## src/rtl/led_seq_pkg.sv

```systemverilog
// Shared types and sizing helpers for the status-LED blink-code sequencer.
// Imported by the top-level sequencer and by its PWM sub-module.
package led_seq_pkg;

    localparam int CODE_W = 4;
    localparam int DUTY_W = 8;
    localparam int MS_CNT_MIN_W = 11;

    typedef enum logic [1:0] {
        ST_HEART     = 2'd0,
        ST_PULSE_ON  = 2'd1,
        ST_PULSE_OFF = 2'd2,
        ST_GAP       = 2'd3
    } seq_state_e;

    function automatic int cycles_per_ms(input int freq);
        return freq / 1000;
    endfunction

    // Wide enough for the larger of the two phase lengths, never below the minimum.
    function automatic int ms_cnt_width(input int pulse_ms, input int gap_ms);
        int longest;
        int w;
        longest = (pulse_ms > gap_ms) ? pulse_ms : gap_ms;
        w = $clog2(longest + 1);
        return (w > MS_CNT_MIN_W) ? w : MS_CNT_MIN_W;
    endfunction

endpackage

```

## src/rtl/led_pwm.sv

```systemverilog
// Free-running 8-bit brightness PWM; full scale (duty 0xFF) is forced solid on
// so that maximum brightness never shows the one-cycle dropout of a plain compare.
module led_pwm
    import led_seq_pkg::*;
(
    input  logic              iCLK,
    input  logic              iRST_n,
    input  logic [DUTY_W-1:0] duty_i,
    output logic              pwm_o
);

    logic [DUTY_W-1:0] pcnt_q;
    logic [DUTY_W-1:0] pcnt_d;

    assign pcnt_d = pcnt_q + DUTY_W'(1);

    always_ff @(posedge iCLK or negedge iRST_n) begin
        if (!iRST_n) begin
            pcnt_q <= '0;
        end else begin
            pcnt_q <= pcnt_d;
        end
    end

    assign pwm_o = (pcnt_q < duty_i) | (duty_i == '1);

endmodule

```

## src/rtl/led_code_sequencer.sv

```systemverilog
// Status LED driver: passes the heartbeat through, or overrides it with a
// repeating N-pulse blink code loaded over a valid/ready handshake.
//
//   state        | meaning
//   -------------+---------------------------------------------------------
//   ST_HEART     | heartbeat passthrough, code accepted (0 is a no-op)
//   ST_PULSE_ON  | LED lit for PULSE_MS, handshake closed
//   ST_PULSE_OFF | LED dark for PULSE_MS, then next pulse or gap
//   ST_GAP       | LED dark for GAP_MS, then code repeats; new code accepted
module led_code_sequencer
    import led_seq_pkg::*;
#(
    parameter int FREQ     = 100_000_000,
    parameter int PULSE_MS = 200,
    parameter int GAP_MS   = 1000
) (
    input  logic              iCLK,
    input  logic              iRST_n,
    input  logic              iBEAT,
    input  logic [CODE_W-1:0] iCODE,
    input  logic              iCODE_VALID,
    output logic              oCODE_READY,
    input  logic [DUTY_W-1:0] iDUTY,
    output logic              oLED,
    output logic              oBUSY
);

    localparam int CPM   = cycles_per_ms(FREQ);
    localparam int PRE_W = $clog2(CPM);
    localparam int MS_W  = ms_cnt_width(PULSE_MS, GAP_MS);

    localparam logic [PRE_W-1:0] PRE_TC     = PRE_W'(CPM - 1);
    localparam logic [MS_W-1:0]  PULSE_LAST = MS_W'(PULSE_MS - 1);
    localparam logic [MS_W-1:0]  GAP_LAST   = MS_W'(GAP_MS - 1);

    seq_state_e        state_q;
    logic [CODE_W-1:0] code_q;
    logic [CODE_W-1:0] remain_q;
    logic              led_q;
    logic [PRE_W-1:0]  pre_q;
    logic [PRE_W-1:0]  pre_d;
    logic [MS_W-1:0]   ms_q;
    logic [MS_W-1:0]   ms_d;

    logic pwm;
    logic accept;
    logic code_nz;
    logic tick;
    logic pulse_done;
    logic gap_done;
    logic state_chg;
    logic led_req;

    led_pwm u_pwm (
        .iCLK   (iCLK),
        .iRST_n (iRST_n),
        .duty_i (iDUTY),
        .pwm_o  (pwm)
    );

    assign oCODE_READY = (state_q == ST_HEART) | (state_q == ST_GAP);
    assign oBUSY       = (state_q != ST_HEART);
    assign oLED        = led_q;

    assign accept     = iCODE_VALID & oCODE_READY;
    assign code_nz    = (iCODE != '0);
    assign tick       = (pre_q == PRE_TC);
    assign pulse_done = tick & (ms_q == PULSE_LAST);
    assign gap_done   = tick & (ms_q == GAP_LAST);

    // Mirrors every transition taken by the FSM below so the timers restart in step.
    always_comb begin
        state_chg = 1'b0;
        case (state_q)
            ST_HEART:     state_chg = accept & code_nz;
            ST_PULSE_ON:  state_chg = pulse_done;
            ST_PULSE_OFF: state_chg = pulse_done;
            ST_GAP:       state_chg = accept | gap_done;
            default:      state_chg = 1'b1;
        endcase
    end

    always_comb begin
        pre_d = pre_q + PRE_W'(1);
        ms_d  = ms_q;
        if (state_q == ST_HEART || state_chg) begin
            pre_d = '0;
            ms_d  = '0;
        end else if (tick) begin
            pre_d = '0;
            ms_d  = ms_q + MS_W'(1);
        end
    end

    always_comb begin
        led_req = 1'b0;
        case (state_q)
            ST_HEART:    led_req = iBEAT & pwm;
            ST_PULSE_ON: led_req = pwm;
            default:     led_req = 1'b0;
        endcase
    end

    always_ff @(posedge iCLK or negedge iRST_n) begin
        if (!iRST_n) begin
            pre_q <= '0;
            ms_q  <= '0;
        end else begin
            pre_q <= pre_d;
            ms_q  <= ms_d;
        end
    end

    always_ff @(posedge iCLK or negedge iRST_n) begin
        if (!iRST_n) begin
            state_q  <= ST_HEART;
            code_q   <= '0;
            remain_q <= '0;
            led_q    <= 1'b0;
        end else begin
            led_q <= led_req;
            case (state_q)
                ST_HEART: begin
                    if (accept && code_nz) begin
                        code_q   <= iCODE;
                        remain_q <= iCODE;
                        state_q  <= ST_PULSE_ON;
                    end
                end
                ST_PULSE_ON: begin
                    if (pulse_done) begin
                        state_q <= ST_PULSE_OFF;
                    end
                end
                ST_PULSE_OFF: begin
                    if (pulse_done) begin
                        if (remain_q == CODE_W'(1)) begin
                            state_q <= ST_GAP;
                        end else begin
                            remain_q <= remain_q - CODE_W'(1);
                            state_q  <= ST_PULSE_ON;
                        end
                    end
                end
                ST_GAP: begin
                    // A freshly offered code overrides the repeat of the old one.
                    if (accept) begin
                        if (code_nz) begin
                            code_q   <= iCODE;
                            remain_q <= iCODE;
                            state_q  <= ST_PULSE_ON;
                        end else begin
                            state_q <= ST_HEART;
                        end
                    end else if (gap_done) begin
                        remain_q <= code_q;
                        state_q  <= ST_PULSE_ON;
                    end
                end
                default: begin
                    state_q <= ST_HEART;
                end
            endcase
        end
    end

endmodule
```

## config.mk

```make
export PLATFORM = sky130hd
export DESIGN_NAME = led_code_sequencer
export DESIGN_NICKNAME = d
export VERILOG_FILES = /design/src/rtl/led_seq_pkg.sv /design/src/rtl/led_pwm.sv /design/src/rtl/led_code_sequencer.sv
export SDC_FILE = /design/constraint.sdc
export NUM_CORES = 1
export LEC_CHECK = 0
export CAP_MARGIN = 20
export CORE_MARGIN = 5
export CORE_UTILIZATION = 30
export DETAILED_ROUTE_END_ITERATION = 7
export PLACE_DENSITY_LB_ADDON = 0.15
export SYNTH_ARGS = -nofsm -noshare
export SYNTH_HDL_FRONTEND = slang
export SYNTH_SLANG_ARGS = --single-unit
```

## constraint.sdc

```tcl
create_clock -name iCLK -period 3.79 [get_ports iCLK]
set_clock_uncertainty 0.05 [all_clocks]
set_input_delay 0.379 -clock iCLK [delete_from_list [all_inputs] [get_ports iCLK]]
set_output_delay 0.379 -clock iCLK [all_outputs]
set_load 0.1 [all_outputs]
```

==> results.yml <==
outcome:
  status: "finished clean"
final_layout:
  fin_cells: 408
  final_layout_size_suffix_gt1_share_pct: 6.67
  layout.nets: 332
  syn_to_final_growth_pct: 15.0
  n_fill_cell: 922
  final_core_util_pct: 35.3
  num_antenna_cells: 0
logic_synthesis:
  synth_area_leaders: "dfrtp_1, ha_1, xor2_1"
  synth_edf_count: 0
  synth_top_area_share_pct: 44.2
  ys_types: 45
  ys_ff_latch: 47
  synthCells: 277
  seq_area_frac_synth_pct: 44.2
  yosys-top-cells-count: "dfrtp_1, nor2_1, nand2_1"
  synthFlopType: "dfrtp_1"
  synth_fp_nets: 309
  async_flop_share_pct: 100
  synth_most_common_cell: "dfrtp_1"
  syn_area_um2: 2660
  synth_largest_area_cell: "dfrtp_1"
  yosys_warnings: 0
  synth_area_per_cell_um2: 9.62
setup_path:
  worstPathMaxFanout: 7
  required_ns: 3.36
  cp.arrival_ns: 2.44
  cp-start-kind: "register"
  crit_path_end_kind: "output port"
  crit_type: "register to output port"
cts:
  cts_hold_buffers: 1
  h-tree-depth: 2
  clk_pin_slew_ns: 0.09
  post_cts_resize_count: 0
  cts_buffer_depth: 2
  clkSinkCount: 47
  cts_tree: "yes"
  postCtsSetupBuffers: 0
  insertion_delay_ns: 0.30
  numCtsBuffers: 5
  cts-root-buf: "clkbuf_8"
worst_hold_path:
  hp-class: "register to register"
timing:
  tightest_slew_ns: 0.969
  setup_violations: 0
  hold_violations: 0
  period_minus_slack_ns: 2.87
  fin_setup_tns_ns: 0
  final_max_slew_viol_count: 0
  holdWs_ns: 0.443
  rsz0062_at_grt: "no"
  relSlewSlack_pct: 35.2
  clock.fmax_mhz: 348
  min_period_over_period_pct: 75.8
detailed_routing:
  ant_nets: 0
  drtIter0Drc: 44
  num_vias: 1953
  wl_per_cell_um: 12.5
  drt_wl_total_mm: 5.10
  drc: 0
  vias_per_cell: 4.79
  drt_first_pass_iters: 4
global_route:
  overflow: 0
  grt_pass1_wl_mm: 9.14
  track_usage_pct: 9.95
  grt_max_degree: 31
  first_global_vias: 1932
  grt_antenna_before_repair: 0
floorplan:
  rows: 34
  die_area_um2: 10900
  die-height_um: 104
  num_io_pins: 19
  core_um2: 8680
  initial_core_util_pct: 30.7
  fp.dieW_um: 104
job:
  max-cap-violations: 0
power_and_ir_drop:
  power_density_nw_per_um2: 594
  ir_worst_vdd_uv: 553
  power.leakage_uw: 0.00138
place:
  placed_cells: 400
  io_buffers: 18
  dp.final_hpwl_mm: 3.80
  gp_congestion: 0.815
[sequential cells by signal, indices dropped and copies added, names as in the netlist]
| signal | cells |
|---|---|
| remain_q | 4 |
| ms_q | 11 |
| pre_q | 17 |
| oLED | 1 |
| state_q | 2 |
| code_q | 4 |
| u_pwm.pcnt_q | 8 |
[routing by layer]
metal  part of all wire [%]  global-route usage [%]
met1                     54                    14.3
met2                     42                    15.0
met3                    2.9                    1.99
met4                    1.4                    3.05
met5                      0                       0
[cell families after synthesis]
group	Yosys count	share of synthesized area [%]
DFF	47	44.2
buffers and inverters	23	3.38
and+or+nand+nor	116	22.5
xor gates and xnor gates	30	9.86
adders and majority gates	16	7.52
AOI/OAI and AO/OA	37	9.44
muxes	8	3.19
[where the power goes]
| group | internal (µW) | leakage [µW] | switching [µW] |
|---|---|---|---|
| registers | 580 | 0.000615 | 68.0 |
| clock network | 143 | 0.0000470 | 165 |
| logic | 306 | 0.000721 | 559 |
| total | 1030 | 0.00138 | 792 |
[area by class of cell]
class | instances | area, µm² | share of cell area (%)
Clock buffer | 6 | 82.6 | 2.69
Multi-Input combinational cell | 207 | 1400 | 45.6
Timing Repair Buffer | 21 | 200 | 6.53
Sequential cell | 47 | 1180 | 38.4
Tap cell | 108 | 135 | 4.41
Inverter | 18 | 67.6 | 2.20
Clock inverter | 1 | 5.00 | 0.163
[cells in the final DEF, fill, tap and decap left out, drive strengths merged, types with 2 or more instances in the layout]
cell,count
or3,4
nand2b,4
or4b,2
and3,6
mux2i,4
a31oi,3
inv,18
nand2,24
ha,16
nor2,39
nand3,10
o21ai,10
xor2,19
a21o,2
nor4,3
nor3,3
clkdlybuf4s50,17
nand4,11
or4,2
clkbuf,6
xnor2,11
dfrtp,47
mux2,4
nor2b,3
buf,3
a21oi,10
[critical path: stages (launching register included)]
cell and delay (ns):
dfrtp_1 0.46, inv_1 0.09, ha_1 0.29, inv_1 0.15, clkdlybuf4s50_1 1.15
[final timing paths]
kind / end / slack [ns] / cells past startpoint / start
min reg2reg: u_pwm.pcnt_q[0] / 0.44 / 1 / u_pwm.pcnt_q[0]
max: oBUSY / 0.92 / 4 / state_q[0]
min: u_pwm.pcnt_q[0] / 0.44 / 1 / u_pwm.pcnt_q[0]
min in group asynchronous: u_pwm.pcnt_q[7] / 0.50 / 2 / iRST_n
max in group asynchronous: pre_q[8] / 2.46 / 3 / iRST_n
max reg2reg: ms_q[9] / 1.21 / 6 / pre_q[12]
[metrics by stage]
step                      worst slack, ns  instance area [µm²]  total power [µW]
after floorplan                      1.42                 2660              1330
after global placement               1.24                 2970              1530
after detailed placement             1.18                 2970              1530
after CTS                           0.894                 3060              1850
after global routing                0.791                 3060              1960
final                               0.917                 3060              1820
Power figures use the tool's default switching activity.
